## config.mk

```make
export PLATFORM = sky130hd
export DESIGN_NAME = ultrasonic_echo_meter_flat
export DESIGN_NICKNAME = d
export VERILOG_FILES = /design/src/rtl/ultrasonic_echo_meter_if.sv /design/src/rtl/ultrasonic_echo_meter.sv /design/src/flat_wrapper.sv
export SDC_FILE = /design/constraint.sdc
export NUM_CORES = 1
export LEC_CHECK = 0
export CAP_MARGIN = 20
export CORE_MARGIN = 10
export CORE_UTILIZATION = 60
export CTS_CLUSTER_DIAMETER = 120
export DETAILED_ROUTE_END_ITERATION = 16
export GPL_TIMING_DRIVEN = 1
export PLACE_DENSITY = 0.86
export SLEW_MARGIN = 25
export SYNTH_ARGS = -nofsm -noshare
export SYNTH_HDL_FRONTEND = slang
export SYNTH_SLANG_ARGS = --single-unit
```

## constraint.sdc

```tcl
create_clock -name clk -period 3.5 [get_ports clk]
set_input_delay 0.35 -clock clk [delete_from_list [all_inputs] [get_ports clk]]
set_output_delay 0.35 -clock clk [all_outputs]
set_load 0.1 [all_outputs]
```

## src/rtl/ultrasonic_echo_meter_if.sv

```systemverilog
// Sensor-side bundle for the echo meter.
// The DUT uses the slave view; the driver of pins/consumer uses master.
interface ultrasonic_echo_meter_if;
  logic       start;
  logic       echo;
  logic       trigger;
  logic [7:0] count;
  logic       calculate;
  logic       busy;
  logic       timeout;

  modport master (
    output start,
    output echo,
    input  trigger,
    input  count,
    input  calculate,
    input  busy,
    input  timeout
  );

  modport slave (
    input  start,
    input  echo,
    output trigger,
    output count,
    output calculate,
    output busy,
    output timeout
  );
endinterface

```

## src/rtl/ultrasonic_echo_meter.sv

```systemverilog
// Ultrasonic trigger/echo timer producing a saturating 8-bit width.
// Optional ECHO_GLITCH_FILTER_EN: 3-sample echo debounce.
module ultrasonic_echo_meter #(
  parameter int TRIG_CYCLES    = 500,
  parameter int TICK_DIV       = 1450,
  parameter int TIMEOUT_CYCLES = 1500000
) (
  input logic                  clk,
  input logic                  reset,
  ultrasonic_echo_meter_if.slave bus
);

  localparam int TCW = $clog2(TRIG_CYCLES + 1);
  localparam int PW  = $clog2(TICK_DIV + 1);
  localparam int TOW = $clog2(TIMEOUT_CYCLES + 1);

  localparam logic [TCW-1:0] TRIG_LAST = TCW'(TRIG_CYCLES - 1);
  localparam logic [PW-1:0]  PSC_LAST  = PW'(TICK_DIV - 1);
  localparam logic [TOW-1:0] TO_MAX    = TOW'(TIMEOUT_CYCLES);

  typedef enum logic [2:0] {
    IDLE,
    TRIG,
    WAIT_ECHO,
    MEASURE,
    DONE
  } state_t;

  state_t         state;
  logic           echo_m;
  logic           echo_s;
  logic           echo_use;
  logic [TCW-1:0] trig_cnt;
  logic [PW-1:0]  psc;
  logic [TOW-1:0] to_cnt;
  logic [TOW-1:0] to_nxt;
  logic           to_hit;
  logic           psc_wrap;

  logic           trigger;
  logic [7:0]     count;
  logic           calculate;
  logic           busy;
  logic           timeout;

  assign to_nxt   = to_cnt + 1'b1;
  assign to_hit   = (to_nxt == TO_MAX);
  assign psc_wrap = (psc == PSC_LAST);

`ifdef ECHO_GLITCH_FILTER_EN
  logic [1:0] echo_h;
  logic       echo_f;

  // Same 3-sample latency on both edges keeps pulse width intact.
  always_ff @(posedge clk) begin
    if (reset) begin
      echo_h <= '0;
      echo_f <= 1'b0;
    end else begin
      echo_h <= {echo_h[0], echo_s};
      if (echo_s == echo_h[0] && echo_s == echo_h[1])
        echo_f <= echo_s;
    end
  end

  assign echo_use = echo_f;
`else
  assign echo_use = echo_s;
`endif

  always_ff @(posedge clk) begin
    if (reset) begin
      state     <= IDLE;
      echo_m    <= 1'b0;
      echo_s    <= 1'b0;
      trig_cnt  <= '0;
      psc       <= '0;
      to_cnt    <= '0;
      trigger   <= 1'b0;
      count     <= '0;
      calculate <= 1'b0;
      busy      <= 1'b0;
      timeout   <= 1'b0;
    end else begin
      echo_m    <= bus.echo;
      echo_s    <= echo_m;
      calculate <= 1'b0;
      unique case (state)
        IDLE: begin
          if (bus.start) begin
            state    <= TRIG;
            trigger  <= 1'b1;
            busy     <= 1'b1;
            count    <= '0;
            timeout  <= 1'b0;
            trig_cnt <= '0;
            psc      <= '0;
          end
        end
        TRIG: begin
          if (trig_cnt == TRIG_LAST) begin
            state   <= WAIT_ECHO;
            trigger <= 1'b0;
            to_cnt  <= '0;
          end else begin
            trig_cnt <= trig_cnt + 1'b1;
          end
        end
        WAIT_ECHO, MEASURE: begin
          to_cnt <= to_nxt;
          // Timeout has priority over an echo edge in the same cycle.
          if (to_hit) begin
            state     <= DONE;
            calculate <= 1'b1;
            count     <= 8'hff;
            timeout   <= 1'b1;
          end else if (state == MEASURE && !echo_use) begin
            state     <= DONE;
            calculate <= 1'b1;
          end else if (echo_use) begin
            state <= MEASURE;
            if (psc_wrap) begin
              psc <= '0;
              if (count != 8'hff)
                count <= count + 8'd1;
            end else begin
              psc <= psc + 1'b1;
            end
          end
        end
        DONE: begin
          state <= IDLE;
          busy  <= 1'b0;
        end
        default: state <= IDLE;
      endcase
    end
  end

  assign bus.trigger   = trigger;
  assign bus.count     = count;
  assign bus.calculate = calculate;
  assign bus.busy      = busy;
  assign bus.timeout   = timeout;

endmodule

```

## src/flat_wrapper.sv

```systemverilog
// flat-port wrapper written by rule: the top's interface ports become plain ports
module ultrasonic_echo_meter_flat 
#(
  parameter int TRIG_CYCLES    = 500,
  parameter int TICK_DIV       = 1450,
  parameter int TIMEOUT_CYCLES = 1500000
)
  (clk, reset, bus_start, bus_echo, bus_trigger, bus_count, bus_calculate, bus_busy, bus_timeout);
  ultrasonic_echo_meter_if bus_i ();
  input logic clk;
  input logic reset;
  input wire logic [$bits(bus_i.start)-1:0] bus_start;
  input wire logic [$bits(bus_i.echo)-1:0] bus_echo;
  output wire logic [$bits(bus_i.trigger)-1:0] bus_trigger;
  output wire logic [$bits(bus_i.count)-1:0] bus_count;
  output wire logic [$bits(bus_i.calculate)-1:0] bus_calculate;
  output wire logic [$bits(bus_i.busy)-1:0] bus_busy;
  output wire logic [$bits(bus_i.timeout)-1:0] bus_timeout;
  assign bus_i.start = bus_start;
  assign bus_i.echo = bus_echo;
  assign bus_trigger = bus_i.trigger;
  assign bus_count = bus_i.count;
  assign bus_calculate = bus_i.calculate;
  assign bus_busy = bus_i.busy;
  assign bus_timeout = bus_i.timeout;
  ultrasonic_echo_meter #(.TRIG_CYCLES(TRIG_CYCLES), .TICK_DIV(TICK_DIV), .TIMEOUT_CYCLES(TIMEOUT_CYCLES)) u_core (.clk(clk), .reset(reset), .bus(bus_i));
endmodule
```

== Yosys cells after proc, flatten, opt, wreduce, memory -nomap -nowiden ==
Index checks and enable logic that the tools add are counted.

* Reduce and logical (&&, ||, !) cells: 17
* Eq/ne operators: 20
* Add/sub/neg operators: 4
* Bitwise logic cells: 1
* Mux-type cells: 33

{| class="wikitable"
|+ Operators by type and width
! kind !! count
|-
| $mux W11 || 5
|-
| $mux W8 || 6
|-
| $pmux W21 S2 || 1
|-
| $pmux W11 S2 || 1
|-
| $add A21 B1 Y21 const B || 1
|-
| $eq A21 B21 Y1 const B || 1
|-
| $mux W21 || 1
|-
| $mux W9 || 2
|-
| $pmux W9 S2 || 1
|-
| $pmux W8 S2 || 1
|-
| $mux W3 || 5
|-
| $reduce_and A3 Y1 || 4
|-
| $add A11 B1 Y11 const B || 1
|-
| $eq A11 B11 Y1 const B || 1
|-
| $add A9 B1 Y9 const B || 1
|-
| $eq A9 B9 Y1 const B || 1
|-
| $ne A3 B1 Y1 const B || 3
|-
| $pmux W3 S3 || 1
|-
| $add A8 B1 Y8 const B || 1
|-
| $ne A2 B2 Y1 const B || 4
|-
| $ne A8 B8 Y1 const B || 1
|-
| $reduce_bool A2 Y1 || 4
|-
| $eq A3 B2 Y1 const B || 2
|-
| $mux W1 || 6
|-
| 14 further kinds || 20
|}

* Bits of input ports: 4
* Output and inout bits: 12
* Flip-flop bits (word level): 58

== Depth between registers and ports, before layout ==
Gate-level depths: netlist of the first run.

* Depth after elaboration: 7
* Depth in mapped cells: 12
* Mapped depth without buffers: 10

== Least setup slack after synthesis of the first run ==
Ideal clock, no wire load.

* Path kind: register to register
* Start point: reg u_core.to_cnt[0]
* End point: reg u_core.psc[0]
* Data arrival time: 2716 ps
* Cell stages (with the launch flop): 13
* Data required time: 3383 ps
* Setup slack: 667 ps
* Path through: dfxtp_1 > ha_1 > and3_1 > buf_2 > nand2_2 > or4b_1 > a211oi_2 > nand4_2 > a31oi_4 > buf_6 > buf_12 > xor2_2 > nor2_1

* Word-level cells in the longest chain between the ends: 4

{| class="wikitable"
|+ Ends and longest elaborated chain
! what !! line !! RTL
|-
| from (decl) || ultrasonic_echo_meter.sv:35 || <nowiki>logic [TOW-1:0] to_cnt;</nowiki>
|-
| from (signal assigned) || ultrasonic_echo_meter.sv:110 || <nowiki>to_cnt <= to_nxt;</nowiki>
|-
| $add A21 B1 Y21 || ultrasonic_echo_meter.sv:46 || <nowiki>assign to_nxt = to_cnt + 1'b1;</nowiki>
|-
| $eq A21 B21 Y1 || ultrasonic_echo_meter.sv:47 || <nowiki>assign to_hit = (to_nxt == TO_MAX);</nowiki>
|-
| $ne A2 B2 Y1 (no line) || -- ||
|-
| $reduce_and A5 Y1 (no line) || -- ||
|-
| to (signal assigned) || ultrasonic_echo_meter.sv:127 || <nowiki>psc <= psc + 1'b1;</nowiki>
|-
| to (decl) || ultrasonic_echo_meter.sv:34 || <nowiki>logic [PW-1:0] psc;</nowiki>
|}

Every way passes these cells.
A chain may end at the register's enable or synchronous reset.

== Worst setup path in the final report of the first run ==
* Start point: reg u_core.to_cnt[0]
* End point: reg u_core.psc[1]

The elaborated chain is that of the path after synthesis.

==> results of run 1 <==
layer usage:
layer | global-route usage | part of all wire | vias to the layer above
met2 | 0.285 | 0.48 | 66
li1 | - | - | 1465
met3 | 0.0663 | 0.061 | 10
met5 | 0 | 0 | -
met1 | 0.193 | 0.45 | 1363
met4 | 0.0544 | 0.015 | 0
report_power, final:
part           leakage, nW  internal [mW]  switching, mW  total (mW)
sequential           0.469          0.668        0.00769       0.675
combinational        0.628         0.0239         0.0515      0.0754
clock                0.119          0.458          0.277       0.734
final cells by class:
type	count	area, µm²	share of cell area
clock buffers	12	165	0.0449
clock inverters	4	72.6	0.0197
inverters	3	11.3	0.00306
multi-input cells	308	1970	0.536
flip-flops and latches	58	1160	0.316
well taps	70	87.6	0.0238
repair buffers	23	210	0.0572
worst paths after layout:
| check | from | to |
|---|---|---|
| worst max-delay path | u_core.to_cnt[0]$_SDFFE_PP0P_ | u_core.psc[1]$_SDFFE_PP0P_ |
| worst min-delay path | u_core.echo_m$_SDFF_PP0_ | u_core.echo_s$_SDFF_PP0_ |
| worst max register to register | u_core.to_cnt[0]$_SDFFE_PP0P_ | u_core.psc[1]$_SDFFE_PP0P_ |
| worst min register to register | u_core.echo_m$_SDFF_PP0_ | u_core.echo_s$_SDFF_PP0_ |
through the flow:
step	setup slack (ns)	total power [mW]	hold WS [ns]	area (µm²)
3_5_place_dp	0.300	0.766	0.455	3440
5_1_grt	0.0943	1.52	0.488	3680
6_report	0.294	1.49	0.468	3680
4_1_cts	0.270	1.49	0.467	3670
3_3_place_gp	0.443	0.763	0.446	3440
2_1_floorplan	0.667	0.751	0.414	3280
cells in the mapped netlist (2+ instances only):
| library cell | instances | area [µm²] |
|---|---|---|
| and2_1 | 5 | 31.3 |
| nand4b_1 | 2 | 17.5 |
| nor3b_1 | 5 | 37.5 |
| nand4_2 | 2 | 25.0 |
| nor3_1 | 7 | 35.0 |
| nand3_1 | 18 | 90.1 |
| nor4b_1 | 2 | 17.5 |
| buf_2 | 5 | 25.0 |
| a41oi_1 | 2 | 17.5 |
| or3_1 | 3 | 18.8 |
| or2_2 | 3 | 18.8 |
| a311oi_1 | 6 | 52.6 |
| buf_4 | 3 | 22.5 |
| or4_1 | 2 | 15.0 |
| o21ai_0 | 30 | 150 |
| xor2_1 | 7 | 61.3 |
| nor2_1 | 50 | 188 |
| a31oi_1 | 4 | 25.0 |
| a211oi_2 | 2 | 25.0 |
| dfxtp_1 | 58 | 1160 |
| and4_1 | 3 | 26.3 |
| clkbuf_1 | 13 | 48.8 |
| nor4_2 | 2 | 25.0 |
| a21oi_1 | 30 | 150 |
| a22oi_1 | 4 | 30.0 |
| nor4_1 | 4 | 25.0 |
| nand3_2 | 2 | 20.0 |
| inv_1 | 3 | 11.3 |
| nand3b_1 | 4 | 30.0 |
| nand4_1 | 8 | 50.1 |
| ha_1 | 6 | 75.1 |
| nor2b_1 | 5 | 31.3 |
| a211oi_1 | 6 | 45.0 |
| a21oi_2 | 7 | 61.3 |
| nand2_1 | 21 | 78.8 |
| o21ai_2 | 7 | 61.3 |
| or3_2 | 8 | 60.1 |
| nand2b_1 | 4 | 25.0 |
| xnor2_1 | 7 | 61.3 |
| and3_1 | 9 | 56.3 |
kinds of logic (layout without fill, tap and decap cells):
family / count (synthesis) / in the layout / synth area share
and+or+nand+nor: 179 / 179 / 0.316
AOI/OAI and AO/OA: 107 / 107 / 0.217
DFF: 58 / 58 / 0.354
buffers and inverters: 28 / 42 / 0.0451
xor gates and xnor gates: 15 / 15 / 0.0424
adders and majority gates: 6 / 6 / 0.0229
muxes: 1 / 1 / 0.00306
state kept, by name (all words and copies together) (netlist names):
register / flops
u_core.to_cnt: 21
u_core.psc: 11
u_core.trig_cnt: 9
u_core.bus.count: 8
u_core.state: 3
u_core.bus.busy: 1
u_core.bus.calculate: 1
u_core.bus.timeout: 1
u_core.bus.trigger: 1
u_core.echo_m: 1
u_core.echo_s: 1
worst max-delay path, cell delays in order (launching register included):
cell and delay (ns):
dfxtp_1 0.48, ha_1 0.30, nand3_1 0.27, nor4_1 0.39, xor2_1 0.14, nor4_1 0.50, nand3_1 0.20, nor4b_4 0.30
o21bai_1 0.12, buf_4 0.20, a211oi_1 0.22
==> run_results.csv, run 1 <==
group,metric,value,unit
routing,dr.pass1.iters,4,
worst_hold_path,hold_depth,1,
sta,max_freq,312,MHz
sta,skew,0.00798,ns
yosys,async_reset_ff_frac,0,
final_layout,stdcell_count,478,
grt,grt_max_degree,39,
sta,period_needed,3.21,ns
floorplan,start_util,0.629,
final_layout,layout_commonest_cell,"dfxtp_1",
status,status,"finished, final reports clean",
floorplan,dieWidth,93.9,µm
pwr,ir_worst_vdd,0.000349,V
cts,path_clk_slew,0.07,ns
sta,rsz0062_at_grt,"no",
pwr,power_density,404,mW/mm²
worst_hold_path,hold_path.class,"register to register",
floorplan,io_pins,16,
final_layout,nets,413,
cts,clockBufferDepth,2,
final_layout,num-fill-cells,447,
yosys,synth.distinct_cells,65,
sta,setup_viol,0,
cts,cts_resized,0,
cts,h-tree-depth,3,
grt,grt_first_pass_wirelength,12500,µm
critical_path,r2r_slack,0.29,ns
floorplan,die_height,93.9,µm
yosys,synth_edf_count,0,
sta,relSlewSlack,0.340,
final_layout,final_cell_mix,"dfxtp_1 (58), nor2_1 (50), a21oi_1 (30), o21ai_0 (30), nand2_1 (21)",
critical_path,critical_path_class,"register to register",
pwr,p_leak,1.22,nW
placement,dp.final_hpwl,4850,µm
yosys,ys.flop_type,"dfxtp_1",
routing,vias,2904,
cts,cts_sinks,58,
routing,first_iter_violations,177,
final_layout,area_delta_synth_final,12.3,%
cts,cts_tree,"done",
cts,post-cts-setup-buffers,0,
grt,overflow,0,
sta,worstMarginPinSlew,0.986,ns
floorplan,die_area,0.00881,mm²
yosys,ys_warn_count,0,
critical_path,startpoint_type,"register",
final_layout,drive_gt1_frac,0.169,
critical_path,path_max_fanout,11,
routing,detail_route.wl_per_cell,15.4,µm
critical_path,cp-end-kind,"register",
critical_path,cp.arrival,3.47,ns
floorplan,num_rows,26,
grt,grt_pass1_vias,2792,
grt,grt.total_usage,0.170,
final_layout,diodes,0,
routing,totalWireLength,7350,µm
cts,cts_root_buf,"clkbuf_8",
critical_path,cp.required,3.76,ns
critical_path,rr_worst_depth,10,
sta,final.period_utilization,0.916,
cts,numCtsBuffers,9,
yosys,synth-seq-cells,58,
cts,cts_hold_buf,0,
placement,io_buffers,15,
sta,setup_tns,0,ns
yosys,syn_inst,394,
routing,drc,0,
final_layout,fin_util,0.706,
placement,dp.cells,462,
yosys,synth_nets,404,
routing,viasPerCell,6.08,
yosys,seq_area_frac_synth,0.354,
sta,drv_slew,0,
floorplan,core,0.00520,mm²
yosys,syn_area,0.00328,mm²
grt,antenna_found_initial,0,
yosys,avgSynthCellArea,8.31,µm²
routing,ant_nets,0,
sta,hold_viol,0,
cts,clkLatencyLatePin,0.35,ns
flow_run,maxCapViolCount,0,
placement,gp_congestion,0.882,
Power figures use the tool's default switching activity.
==> run 2: changes to the inputs <==
--- a/config.mk
+++ b/config.mk
@@ -5,13 +5,14 @@
 export SDC_FILE = /design/constraint.sdc
 export NUM_CORES = 1
 export LEC_CHECK = 0
+export ABC_AREA = 1
 export CAP_MARGIN = 20
 export CORE_MARGIN = 10
-export CORE_UTILIZATION = 60
+export CORE_UTILIZATION = 61
 export CTS_CLUSTER_DIAMETER = 120
 export DETAILED_ROUTE_END_ITERATION = 16
 export GPL_TIMING_DRIVEN = 1
-export PLACE_DENSITY = 0.86
+export PLACE_DENSITY = 0.87
 export SLEW_MARGIN = 25
 export SYNTH_ARGS = -nofsm -noshare
 export SYNTH_HDL_FRONTEND = slang
==> run_results.csv, run 2 <==
group,metric,value,unit
sta,whs,0.402,ns
routing,totalWireLength,8080,µm
grt,overflow,0,
routing,detail_route.wl_per_cell,12.8,µm
final_layout,diodes,0,
cts,clockBufferDepth,2,
yosys,synth-seq-cells,58,
critical_path,slowest_stage,"dfxtp_1",
final_layout,largest_reg_flops,21,
critical_path,critical_path_class,"register to register",
grt,grt_first_pass_wirelength,13700,µm
cts,cts_root_buf,"clkbuf_8",
yosys,synthAdderAreaFrac,0.0217,
worst_hold_path,whs_endpoint,"u_core.echo_s$_SDFF_PP0_",
status,status,"finished, final reports clean",
pwr,power_density,637,mW/mm²
placement,io_buffers,15,
routing,first_iter_violations,243,
critical_path,cp.arrival,2.81,ns
yosys,async_reset_ff_frac,0,
yosys,ys_warn_count,0,
sta,period_needed,2.52,ns
cts,cts_tree,"done",
critical_path,rr_startpoint,"u_core.to_cnt[0]$_SDFFE_PP0P_",
yosys,syn_inst,539,
cts,cts_resized,0,
final_layout,nets,562,
placement,dp.final_hpwl,5560,µm
worst_hold_path,hold_start,"u_core.echo_m$_SDFF_PP0_",
cts,h-tree-depth,3,
sta,setup_viol,0,
grt,antenna_found_initial,0,
yosys,synth_nets,549,
floorplan,core,0.00551,mm²
sta,final.period_utilization,0.719,
cts,path_clk_slew,0.07,ns
yosys,synth_top_family_by_area,"simple AND/OR/NAND/NOR gates",
routing,dr.pass1.iters,5,
final_layout,drive_gt1_frac,0.0808,
grt,grt.total_usage,0.185,
sta,drv_slew,0,
yosys,synth_mux_area_frac,0,
critical_path,crit_path_cell_trace,"ha_1, nand2_1, nor2_4, nand3_1, nand2_1, nand2_1, nor2_1, nand2_1, nor2_4, nand3_2, nand3_2, nand2_4, nand2_1, nand2_1, nor2_1",
placement,pre_cts_ws,1.02,ns
sta,relSlewSlack,0.341,
placement,gp_congestion,0.895,
final_layout,area_delta_synth_final,10.9,%
critical_path,slowest_delay,0.43,ns
critical_path,path_max_fanout,16,
critical_path,crit_buf_inv,0,
cts,post-cts-setup-buffers,0,
yosys,synth_xor_area_frac,0.0329,
sta,setup_ws,0.985,ns
sta,rsz0062_at_grt,"no",
routing,vias,3447,
routing,viasPerCell,5.48,
yosys,synthTopCellsByCount,"nand2_1 (149), nor2_1 (70), dfxtp_1 (58), inv_1 (56), a21oi_1 (52)",
flow_run,maxCapViolCount,0,
sta,max_freq,398,MHz
yosys,yosys.area_share.simple,0.416,
routing,drc,0,
floorplan,dieWidth,95.4,µm
yosys,synth_area_leaders,"dfxtp_1 (34%), nand2_1 (16%), nor2_1 (7.6%)",
floorplan,die_area,0.00909,mm²
sta,setup_tns,0,ns
critical_path,cp.required,3.79,ns
yosys,synth_top_area_share,0.335,
critical_path,rr_worst_depth,15,
placement,dp.cells,613,
floorplan,start_util,0.629,
cts,numCtsBuffers,9,
final_layout,layout_commonest_cell,"nand2_1",
final_layout,stdcell_count,629,
cts,clkLatencyLatePin,0.35,ns
critical_path,cp_top_family,"simple AND/OR/NAND/NOR gates",
final_layout,fin_util,0.698,
yosys,synth.distinct_cells,36,
critical_path,startpoint_type,"register",
floorplan,io_pins,16,
critical_path,r2r_slack,0.98,ns
sta,hold_viol,0,
final_layout,reg_top3,"u_core.to_cnt x21, u_core.psc x11, u_core.trig_cnt x9",
sta,skew,0.00910,ns
grt,grt_max_degree,38,
critical_path,cp-end-kind,"register",
pwr,p_leak,1.45,nW
yosys,synth_most_common_cell,"nand2_1",
yosys,ys.flop_type,"dfxtp_1",
yosys,seq_area_frac_synth,0.335,
floorplan,num_rows,27,
cts,cts_sinks,58,
final_layout,final_cell_mix,"nand2_1 (149), nor2_1 (70), dfxtp_1 (58)",
sta,worstMarginPinSlew,0.986,ns
worst_hold_path,hold_path.class,"register to register",
floorplan,die_height,95.4,µm
final_layout,regMostFlops,"u_core.to_cnt",
cts,cts_hold_buf,0,
yosys,syn_area,0.00346,mm²
pwr,ir_worst_vdd,0.000410,V
critical_path,r2r-end,"u_core.bus.count[3]$_SDFFE_PP0P_",
yosys,avgSynthCellArea,6.43,µm²
yosys,synth_edf_count,0,
worst_hold_path,hold_depth,2,
routing,ant_nets,0,
yosys,synth-compound-area-share,0.107,
critical_path,critPathMostFrequentCell,"nand2_1",
grt,grt_pass1_vias,3177,
yosys,yosysTopAreaCell,"dfxtp_1",
run 2: cell type report:
cell class / count / area (µm²)
clock buffer: 12 / 165
clock inverter: 4 / 25.0
fill: 456 / 1660
inverter: 59 / 221
multi-input combinational: 405 / 2000
sequential: 58 / 1160
tap: 72 / 90.1
timing repair buffer: 19 / 180
run 2: how the worst max path moves through the flow:
stage / startpoint / to / slack, ns / cells after the start
floorplan: u_core.bus.count[0]$_SDFFE_PP0P_ / u_core.bus.count[6]$_SDFFE_PP0P_ / 1.06 / 11
global placement: u_core.to_cnt[0]$_SDFFE_PP0P_ / u_core.bus.count[7]$_SDFFE_PP0P_ / 1.13 / 14
detailed placement: u_core.to_cnt[0]$_SDFFE_PP0P_ / u_core.bus.count[4]$_SDFFE_PP0P_ / 1.02 / 15
CTS: u_core.to_cnt[0]$_SDFFE_PP0P_ / u_core.bus.count[4]$_SDFFE_PP0P_ / 1.0 / 15
global route: u_core.to_cnt[0]$_SDFFE_PP0P_ / u_core.bus.count[4]$_SDFFE_PP0P_ / 0.69 / 15
finish: u_core.to_cnt[0]$_SDFFE_PP0P_ / u_core.bus.count[3]$_SDFFE_PP0P_ / 0.98 / 15
run 2: metal layers:
layer	global-route usage	wire length [µm]
met5	0	0
met4	0.0985	165
met3	0.0479	373
met2	0.303	3890
met1	0.218	3650
run 2: power by group:
part / internal [mW] / switching (mW)
sequential: 0.740 / 0.0762
clock: 0.312 / 0.271
combinational: 0.272 / 0.775
total: 1.32 / 1.12
run 2: cell families (layout without fill, tap and decap cells):
logic type,Yosys count,after routing
XOR/XNOR,13,13
AO/OA/AOI/OAI,68,68
AND/OR/NAND/NOR,318,318
flip-flops,58,58
adder cells (fa/ha/maj),6,6
buffers and inverters,76,94
run 2: through the flow:
stage / cell area, µm² / power [mW]
after floorplan: 3460 / 1.66
after global placement: 3650 / 1.83
after detailed placement: 3650 / 1.86
after CTS: 3840 / 2.45
after global routing: 3840 / 2.59
final: 3840 / 2.45
run 2: worst min-delay path: stages, from the launching register on:
cell	delay, ns
dfxtp_1	0.30
inv_1	0.04
nor2_1	0.03
==> run 3: changes to the inputs <==
--- a/config.mk
+++ b/config.mk
@@ -8,11 +8,11 @@
 export ABC_AREA = 1
 export CAP_MARGIN = 20
 export CORE_MARGIN = 10
-export CORE_UTILIZATION = 61
+export CORE_UTILIZATION = 55
 export CTS_CLUSTER_DIAMETER = 120
 export DETAILED_ROUTE_END_ITERATION = 16
 export GPL_TIMING_DRIVEN = 1
-export PLACE_DENSITY = 0.87
+export PLACE_DENSITY = 0.84
 export SLEW_MARGIN = 25
 export SYNTH_ARGS = -nofsm -noshare
 export SYNTH_HDL_FRONTEND = slang
==> constraint.sdc (replaced) <==
create_clock -name clk -period 2.25 [get_ports clk]
set_input_delay 0.225 -clock clk [delete_from_list [all_inputs] [get_ports clk]]
set_output_delay 0.225 -clock clk [all_outputs]
set_load 0.1 [all_outputs]
==> run_results.csv, run 3 (synthesis gave the netlist of run 2 again) <==
group,metric,value,unit
cts,cts_sinks,58,
critical_path,cp.arrival,2.42,ns
critical_path,path_max_fanout,8,
critical_path,startpoint,"u_core.to_cnt[1]$_SDFFE_PP0P_",
grt,grt_max_degree,38,
critical_path,startpoint_type,"register",
placement,dp.final_hpwl,5640,µm
final_layout,regMostFlops,"u_core.to_cnt",
routing,vias,3521,
floorplan,core,0.00603,mm²
sta,skew,0.0108,ns
sta,drv_slew,0,
grt,grt.total_usage,0.164,
flow_run,maxCapViolCount,0,
final_layout,area_delta_synth_final,16.9,%
routing,first_iter_violations,189,
sta,final.period_utilization,0.949,
sta,period_needed,2.13,ns
placement,dp.cells,623,
final_layout,reg_top3,"u_core.to_cnt x21, u_core.psc x11, u_core.trig_cnt x9",
cts,clockBufferDepth,2,
worst_hold_path,hold_start,"bus_echo",
cts,path_clk_slew,0.07,ns
sta,hold_viol,0,
routing,dr.pass1.iters,5,
final_layout,num-fill-cells,489,
grt,grt_pass1_vias,3165,
final_layout,fin_util,0.672,
floorplan,io_pins,16,
final_layout,stdcell_count,645,
final_layout,layout_commonest_cell,"nand2_1",
sta,worstMarginPinSlew,0.823,ns
final_layout,diodes,0,
sta,setup_viol,0,
placement,io_buffers,15,
pwr,power,4.14,mW
final_layout,nets,575,
cts,clkLatencyLatePin,0.34,ns
floorplan,die_height,99.4,µm
final_layout,largest_reg_flops,21,
sta,max_freq,468,MHz
placement,placed_cell_area,0.00368,mm²
placement,pre_cts_ws,0.0298,ns
routing,totalWireLength,8450,µm
cts,numCtsBuffers,9,
grt,grt_first_pass_wirelength,13800,µm
floorplan,dieWidth,99.4,µm
cts,cts_root_buf,"clkbuf_8",
cts,cts_tree,"done",
sta,relSlewSlack,0.449,
floorplan,num_rows,28,
final_layout,drive_gt1_frac,0.158,
grt,antenna_found_initial,0,
pwr,power_density,1020,mW/mm²
sta,setup_ws,0.115,ns
placement,gp_congestion,0.877,
critical_path,critical_path_class,"register to register",
routing,ant_nets,0,
critical_path,cp-end-kind,"register",
cts,cts_hold_buf,0,
final_layout,fin_area,0.00405,mm²
grt,overflow,0,
floorplan,die_area,0.00987,mm²
status,status,"finished, final reports clean",
critical_path,rr_startpoint,"u_core.to_cnt[1]$_SDFFE_PP0P_",
pwr,ir_worst_vdd,0.000994,V
critical_path,cp.required,2.53,ns
routing,viasPerCell,5.46,
worst_hold_path,hold_path.class,"primary input to register",
floorplan,start_util,0.575,
final_layout,final_cell_mix,"nand2_1 (146), nor2_1 (67), inv_1 (56)",
routing,detail_route.wl_per_cell,13.1,µm
sta,setup_tns,0,ns
sta,whs,0.410,ns
cts,h-tree-depth,3,
routing,drc,0,
pwr,p_leak,1.57,nW
[run 3: changes by cell type in the layout (fill, tap and decap cells not counted), moves of 2 or more]
cell,previous run,this run
nor2_1,70,67
nand3_4,0,2
nand2_1,149,146
nor2_4,6,8
buf_6,0,2
dfxtp_1,58,48
bufinv_16,0,2
clkdlybuf4s50_1,15,3
buf_4,4,26
nand2_2,3,6
dfxtp_2,0,10
nand3_1,43,41
[run 3: report_power, final]
group	switching (mW)	internal, mW
Combinational	1.27	0.465
Sequential	0.112	1.16
Clock	0.430	0.712
[run 3: path summary, 6_finish.rpt]
| check | end | slack [ns] | cells after the start |
|---|---|---|---|
| worst max-delay path | u_core.bus.count[7]$_SDFFE_PP0P_ | 0.12 | 17 |
| worst min-delay path | u_core.echo_m$_SDFF_PP0_ | 0.41 | 3 |
| worst max register to register | u_core.bus.count[7]$_SDFFE_PP0P_ | 0.12 | 17 |
| worst min register to register | u_core.echo_s$_SDFF_PP0_ | 0.41 | 2 |
[run 3: layout make-up]
class | instances | area (µm²) | share of cell area
clock buffers | 12 | 165 | 0.0408
clock inverters | 4 | 72.6 | 0.0179
inverters | 59 | 221 | 0.0547
multi-input cells | 406 | 2080 | 0.513
flip-flops and latches | 58 | 1170 | 0.290
well taps | 75 | 93.8 | 0.0232
repair buffers | 31 | 248 | 0.0611
[run 3: timing repair]
action | 4_1_cts | 5_1_grt
setup buffers | 0 | 5
cloned | 0 | 1
pin swaps | 0 | 12
gates resized for setup | 1 | 25
endpoints found under the setup margin | 1 | 22
[run 3: routing by layer]
layer / GRT usage / wire [µm]
met1: 0.196 / 3710
met2: 0.271 / 4130
met3: 0.0422 / 436
met4: 0.0662 / 176
met5: 0 / 0
[run 3: worst max-delay path, stage by stage (launching register included)]
cell	delay, ns
dfxtp_2	0.34
ha_4	0.18
nand2_2	0.08
nor2_4	0.06
buf_4	0.13
nand2_1	0.07
nand2_1	0.09
nor2_1	0.12
nand2_1	0.07
nor2_1	0.08
nand2_1	0.10
nor2_4	0.17
nand3_4	0.12
nand3_4	0.10
nand2_2	0.13
nand2_1	0.09
nand2_1	0.05
nor2_1	0.09
